<file path="src/rtl/gb_lcd_capture.sv">
// gb_lcd_capture
//   Turns the Game Boy LCD interface (hs/vs/cpl + 2-bit pixel) into linear
//   frame-buffer writes for a WIDTH x HEIGHT BRAM. Tracks x/y, drops pixels
//   beyond WIDTH, rejects malformed lines/frames and pulses frame_done when a
//   full frame has been written.
//
// Optional feature macro: GB_CAPTURE_ERR_CNT_EN
//   defined   -> err_cnt counts short/long lines and short frames (saturating)
//   undefined -> err_cnt tied to 0, counting logic removed
//
// Ports
//   clk, reset            Game Boy clock, synchronous active-high reset
//   lcd_on                LCD enable; low parks the capture until the next vs
//   lcd_hs/lcd_vs/lcd_cpl line end / frame start / pixel strobe (rising edges)
//   lcd_pixel             pixel data sampled on cpl rise
//   fb_we/fb_addr/fb_pixel frame-buffer write port (addr = y*WIDTH + x)
//   frame_done            1-cycle pulse after the last line of a frame
//   frame_cnt             completed frames, wraps
//   err_cnt               malformed line/frame count
module gb_lcd_capture #(
  parameter int WIDTH  = 160,
  parameter int HEIGHT = 144,
  parameter int ADDR_W = 15
) (
  input  logic              clk,
  input  logic              reset,
  input  logic              lcd_on,
  input  logic              lcd_hs,
  input  logic              lcd_vs,
  input  logic              lcd_cpl,
  input  logic [1:0]        lcd_pixel,
  output logic              fb_we,
  output logic [ADDR_W-1:0] fb_addr,
  output logic [1:0]        fb_pixel,
  output logic              frame_done,
  output logic [7:0]        frame_cnt,
  output logic [15:0]       err_cnt
);

  localparam int XW = $clog2(WIDTH + 1);
  localparam int YW = $clog2(HEIGHT + 1);
  localparam logic [XW-1:0]     X_END   = XW'(WIDTH);
  localparam logic [YW-1:0]     Y_LAST  = YW'(HEIGHT - 1);
  localparam logic [ADDR_W-1:0] LB_STEP = ADDR_W'(WIDTH);

  typedef enum logic {S_WAIT_VS, S_ACTIVE} state_t;

  state_t            state;
  logic              hs_q, vs_q, cpl_q;
  logic [XW-1:0]     x;
  logic [YW-1:0]     y;
  logic [ADDR_W-1:0] line_base;
  logic              line_long;

  logic              hs_rise, vs_rise, cpl_rise;
  logic              take_px;
  logic [XW-1:0]     x_px;
  logic              long_px;
  logic              line_end;

  assign hs_rise  = lcd_hs  & ~hs_q;
  assign vs_rise  = lcd_vs  & ~vs_q;
  assign cpl_rise = lcd_cpl & ~cpl_q;

  // A pixel arriving with hs belongs to the line being closed, so the line-end
  // decision looks at x/long after this cycle's pixel has been accounted for.
  assign take_px  = cpl_rise && (x < X_END);
  assign x_px     = x + XW'(take_px);
  assign long_px  = line_long | (cpl_rise && (x == X_END));
  assign line_end = hs_rise && (x_px != '0);

  always_ff @(posedge clk) begin
    if (reset) begin
      state      <= S_WAIT_VS;
      hs_q       <= 1'b0;
      vs_q       <= 1'b0;
      cpl_q      <= 1'b0;
      x          <= '0;
      y          <= '0;
      line_base  <= '0;
      line_long  <= 1'b0;
      fb_we      <= 1'b0;
      fb_addr    <= '0;
      fb_pixel   <= '0;
      frame_done <= 1'b0;
      frame_cnt  <= '0;
    end else begin
      hs_q       <= lcd_hs;
      vs_q       <= lcd_vs;
      cpl_q      <= lcd_cpl;
      fb_we      <= 1'b0;
      frame_done <= 1'b0;
      if (!lcd_on) begin
        x         <= '0;
        y         <= '0;
        line_base <= '0;
        line_long <= 1'b0;
        state     <= S_WAIT_VS;
      end else begin
        case (state)
          S_WAIT_VS: begin
            if (vs_rise) begin
              x         <= '0;
              y         <= '0;
              line_base <= '0;
              line_long <= 1'b0;
              state     <= S_ACTIVE;
            end
          end
          S_ACTIVE: begin
            if (vs_rise) begin
              // restart; any concurrent hs/cpl is discarded
              x         <= '0;
              y         <= '0;
              line_base <= '0;
              line_long <= 1'b0;
            end else begin
              if (take_px) begin
                fb_we    <= 1'b1;
                fb_addr  <= line_base + ADDR_W'(x);
                fb_pixel <= lcd_pixel;
              end
              x         <= x_px;
              line_long <= long_px;
              if (line_end) begin
                x         <= '0;
                line_long <= 1'b0;
                y         <= y + 1'b1;
                line_base <= line_base + LB_STEP;
                if (y == Y_LAST) begin
                  frame_done <= 1'b1;
                  frame_cnt  <= frame_cnt + 1'b1;
                  state      <= S_WAIT_VS;
                end
              end
            end
          end
          default: state <= S_WAIT_VS;
        endcase
      end
    end
  end

`ifdef GB_CAPTURE_ERR_CNT_EN
  logic line_bad;
  logic err_inc;

  assign line_bad = (x_px < X_END) || long_px;
  // vs while active always means y < HEIGHT: reaching HEIGHT leaves S_ACTIVE.
  assign err_inc  = lcd_on && (state == S_ACTIVE) &&
                    (vs_rise || (line_end && line_bad));

  always_ff @(posedge clk) begin
    if (reset)
      err_cnt <= '0;
    else if (err_inc && (err_cnt != 16'hFFFF))
      err_cnt <= err_cnt + 1'b1;
  end
`else
  assign err_cnt = '0;
`endif

endmodule

</file>
<file path="config.mk">
export PLATFORM = sky130hd
export DESIGN_NAME = gb_lcd_capture
export DESIGN_NICKNAME = d
export VERILOG_FILES = /design/src/rtl/gb_lcd_capture.sv
export SDC_FILE = /design/constraint.sdc
export NUM_CORES = 1
export LEC_CHECK = 0
export BUFFER_PORTS_ARGS = -buffer_cell sky130_fd_sc_hd__buf_4
export CAP_MARGIN = 5
export CORE_MARGIN = 2
export CORE_UTILIZATION = 55
export DETAILED_ROUTE_END_ITERATION = 10
export PLACE_DENSITY_LB_ADDON = 0.12
export REMOVE_ABC_BUFFERS = 1
export SYNTH_ARGS = -nofsm -noshare
export SYNTH_HDL_FRONTEND = slang
export SYNTH_SLANG_ARGS = --single-unit
</file>
<file path="constraint.sdc">
create_clock -name clk -period 4 [get_ports clk]
set_input_delay 0 -clock clk [delete_from_list [all_inputs] [get_ports clk]]
set_output_delay 0 -clock clk [all_outputs]
set_load 0.05 [all_outputs]
</file>
======== Yosys cells after proc, flatten, opt, wreduce, memory -nomap -nowiden ========
Cells that the tools add are included.
Widths: inputs -> output; s select.
word-level totals
  flip-flop bits (word level) ............. 62
  input port bits ......................... 8
  output and inout port bits .............. 43
  word-level logic and storage cells ...... 58
operators by class
  $add $sub $neg .......................... 5
  order comparisons ....................... 1
  equality and inequality tests ........... 3
  multiplexer cells ....................... 18
  bitwise logic cells ..................... 10
  reductions and logical operators ........ 9
operators by type and width
  kind                   count
  $mux 15                3
  $mux 8                 5
  $pmux 8 s2             2
  $pmux 15 s2            1
  $add 8x1->8 const B    2
  $add 15x8->15          1
  $add 15x8->15 const B  1
  $add 8x1->8            1
  $eq 8x8->1 const B     1
  $lt 8x8->1 const B     1
  $reduce_bool 8->1      1
  $not 1->1              7
  $mux 1                 6
  $reduce_and 5->1       1
  $reduce_or 5->1        1
  $reduce_and 4->1       1
  $reduce_or 4->1        1
  $and 1x1->1            3
  $ne 3x1->1 const B     1
  $logic_and 1x1->1      2
  $ne 2x2->1 const B     1
  $pmux 1 s2             1
  $reduce_and 2->1       1
  $reduce_or 2->1        1

======== Depth between registers and ports, before layout ========
  word-level depth ........................ 9
  gate-level depth with buffers ........... 10
  mapped depth without buffers ............ 9

======== Worst setup path before layout ========
Ideal clock, no wire load.
  kind .................................... register to register
  from .................................... reg x[5]
  to ...................................... reg frame_cnt[5]
  setup time .............................. 123 ps
  arrival time ............................ 2,878 ps
  data required time ...................... 3,877 ps
  setup slack ............................. 999 ps
  cell stages (with the launch flop) ...... 10
  path buffers ............................ 0
  period minus slack after synthesis ...... 3,001 ps
  cells stage by stage .................... dfxtp_1 or2_2 a21oi_1 ha_1 nand3_4 or3_4 a2111oi_4 a21oi_4 nand4_1 mux2_1
on the way
  word-level cells in the longest chain between the ends .. 6
RTL lines
  what                               RTL line  text
  start: declaration                 50        logic [XW-1:0] x;
  start signal: assignment           123       x <= x_px;
  $lt 8x8->1                         67        assign take_px = cpl_rise && (x < X_END);
  $logic_and 1x1->1                  67
  named net take_px                  56        logic take_px;
  $add 8x1->8                        68        assign x_px = x + XW'(take_px);
  $reduce_bool 8->1                  70        assign line_end = hs_rise && (x_px != '0);
  $logic_and 1x1->1                  70
  $reduce_and 5->1 (no source line)  -
  end signal: assignment             132       frame_cnt <= frame_cnt + 1'b1;
  end: declaration                   36        output logic [7:0] frame_cnt,
The timed path passes the listed nets, and every way through them passes these cells.
A chain may end at the register's enable or synchronous reset.

======== Final worst setup path ========
Ends and elaborated chain as after synthesis.

==> metrics.cfg <==
[timing]
max-slew-margin-rel_pct = 29.46
fin_hold_ws_ns = 0.06369
fin_skew_ns = 0.005739
slew_viol_final = 0
postLayoutSetupSlackWorst_ns = 0.6676
fin_crit_ns = 3.332
tns_ns = 0
min_period_over_period_pct = 83.31
worstMarginPinSlew_ns = 1.058
fmax_ghz = 0.3001
hold_violations = 0
grt_setup_unrepaired = no
setup_violations = 0

[finish]
layout.area.seq_um2 = 1141
layout.nets = 399
num-fill-cells = 457
final_core_util_pct = 66.08
syn_to_final_growth_pct = 13.74
layout.cells.non_filler = 458
final_area_um2 = 3440
multiInputGateArea_um2 = 1699
layout-drive-gt1-share_pct = 17.78
diodes = 0

[clock_network]
tritoncts = built
path_clk_slew_ns = 0.06
cts_buffer_depth = 2
clkLatencyLatePin_ns = 0.34
clkSinkCount = 57
htreeDepth = 3
post-cts-setup-buffer-count = 0
cts_buffers = 9
cts-root-buf = clkbuf_8

[setup_path]
critPathArrivalTime_ns = 3.56
rr_worst_depth = 9
cp_num_cells = 9
crit_slowest_cell = a2111oi_4
required_ns = 4.23
cpLargestDelayFamily = compound AO/OA/AOI/OAI gates
start_kind = register
crit_fanout = 10
crit_start = x[5]
crit_path_cell_trace = or2_2 > a21oi_1 > ha_1 > nand3_4 > or3_4 > a2111oi_4 > a21oi_4 > nand4_1 > mux2_1
reg2reg_slack_ns = 0.67
r2r_end = frame_cnt[5]
reg2reg_from = x[5]
setup.worst_path.end = frame_cnt[5]
crit_path_max_incr_delay_ns = 0.60
crit_path_end_kind = register
path_buf_inv = 0
crit_type = reg -> reg

[power_and_ir_drop]
p_switching_uw = 291.2
combPwrFrac_pct = 7.5
power_mw = 1.136
p_per_area_nw_per_um2 = 330.4
p_int_uw = 845.3
p_clk_share_pct = 42.0
leakagePower_nw = 1.322
vdd_drop_max_v = 0.0002535
switching_share_pct = 25.62
pwr-share-seq_pct = 50.5

[yosys]
ys_seq_elements = 57
synth-async-reset-ratio_pct = 0
synth.yosys.warnings = 0
synth.largest_area_cell = dfxtp_1
synth_edf_count = 0
synth_top_area_share_pct = 37.73
yosys-top-cells-area = dfxtp_1 (38%), nand2_1 (5.8%), buf_4 (4.2%)
syn_area_um2 = 3024
synthCells = 349
synth_cell_type_count = 52
seq_area_frac_synth_pct = 37.73
synth.avg_cell_area_um2 = 8.665
synth_flop_cell = dfxtp_1

[place]
dpl_worst_slack_ns = 0.7267
numPortBuffers = 34
place.gp.congestion = 0.8951
placed_area_um2 = 3206
dp.cells = 436
hpwl_um = 4177

[status]
status = completed

[die]
design.core.area_um2 = 5205
initial_core_util_pct = 58.10
fp.dieArea_um2 = 6107
std_cell_rows = 26
die_height_um = 78.15
io_pins = 51
die_w_um = 78.15

[route]
wl_per_cell_um = 13.67
postRouteAntennaNets = 0
drc = 0
dr.pass1.iters = 4
wl_um = 6259
vias = 2485
drtIter0Drc = 134
drt-vias-per-instance = 5.426

[job]
max_cap_viol_count = 0

[grt]
antenna_found_initial = 0
globalRouteMet2Util_pct = 37.24
grt-ovfl-total = 0
grtUsageMet1_pct = 26.57
grt_pass1_vias = 2397
top_usage_layer = met2
grt_pass1_wl_um = 10770
grt_max_degree = 36
met3_usage_pct = 6.897
track_usage_pct = 22.39

[worst_hold_path]
hold_path.class = in -> reg

==> synth_stat cells, types with 8 or more instances <==
cell and number:
buf_4 17, a21oi_1 25, ha_1 8, nand2_1 47, nand4_1 8, nor2_1 31, nand3_1 14, a211oi_1 8
xnor2_1 14, nor2b_1 8, nand2b_1 8, dfxtp_1 57, clkbuf_1 11
==> registers in the layout, indices dropped and copies added (netlist names) <==
register    flops
hs_q            1
state           1
fb_we           1
x               8
frame_done      1
vs_q            1
frame_cnt       8
cpl_q           1
fb_addr        15
y               8
fb_pixel        2
line_base      10
==> layout make-up <==
type	instances	share of cell area (%)
multi-input combinational	270	49.40
sequential	57	33.18
timing repair buffer	41	9.385
clock buffer	13	4.620
tap	70	2.546
clock inverter	3	0.4365
inverter	4	0.4365
==> layout by cell type, fill, tap and decap left out, types with 3 or more instances in the layout <==
cell / count
o211ai_1: 4
o21ai_0: 4
ha_1: 8
mux2_1: 4
a21oi_1: 25
dfxtp_1: 57
and2_1: 3
nand4_1: 8
or3_1: 4
clkbuf_8: 11
or4_1: 4
inv_1: 4
o21ai_2: 5
mux2i_1: 3
nor2b_1: 8
nor4_1: 4
and3_1: 5
nor3_1: 5
xor2_1: 5
nand3_1: 14
conb_1: 16
dlygate4sd3_1: 6
clkinv_2: 3
nand2_1: 47
nor2_1: 31
xnor2_1: 14
a211oi_1: 8
buf_4: 35
nand2b_1: 8
==> worst reg2reg max path, cell delays in order, from the launching register on <==
cell       delay, ns
dfxtp_1         0.37
or2_2           0.35
a21oi_1         0.34
ha_1            0.33
nand3_4         0.13
or3_4           0.41
a2111oi_4       0.60
a21oi_4         0.20
nand4_1         0.17
mux2_1          0.32
==> cells by family (layout without fill, tap and decap cells) <==
logic type | after synthesis | in the layout | share of synthesized area [%]
buffers and inverters | 37 | 61 | 7.943
flip-flops | 57 | 57 | 37.73
AO/OA/AOI/OAI | 66 | 66 | 16.88
adder cells (fa/ha/maj) | 8 | 8 | 3.310
AND/OR/NAND/NOR | 153 | 153 | 25.65
multiplexers | 8 | 8 | 2.855
other | 1 | 16 | 0.1240
XOR/XNOR | 19 | 19 | 5.503
==> metal layers <==
| layer | vias up | share of wire [%] | routed length (um) |
|---|---|---|---|
| li1 | 1265 | - | - |
| met1 | 1144 | 44 | 2766 |
| met2 | 63 | 48 | 3002 |
| met3 | 13 | 5.9 | 367 |
| met4 | 0 | 1.9 | 122 |
| met5 | - | 0 | 0 |
==> how the worst min path moves through the flow <==
stage,startpoint,to,slack (ns),depth (start not counted)
6_report,reset,frame_cnt[1],0.06,2
4_1_cts,reset,frame_cnt[1],0.06,2
5_1_grt,reset,frame_cnt[1],0.07,2
2_1_floorplan,reset,fb_addr[0],0.07,1
3_3_place_gp,lcd_vs,vs_q,0.23,2
3_5_place_dp,lcd_vs,vs_q,0.24,2
==> what timing repair did <==
action	in CTS	in global routing
hold endpoints to repair	6	0
hold buffers	6	0
resized for setup	0	0
==> power by group through the flow <==
| stage | Clock, mW | Sequential [mW] | Combinational, mW |
|---|---|---|---|
| floorplan | 0 | 0.590 | 0.0564 |
| global placement | 0 | 0.587 | 0.0787 |
| detailed placement | 0 | 0.587 | 0.0796 |
| CTS | 0.487 | 0.574 | 0.0847 |
| global route | 0.512 | 0.574 | 0.0911 |
| finish | 0.477 | 0.574 | 0.0848 |
Note: power is estimated with default switching activity, not from simulation.
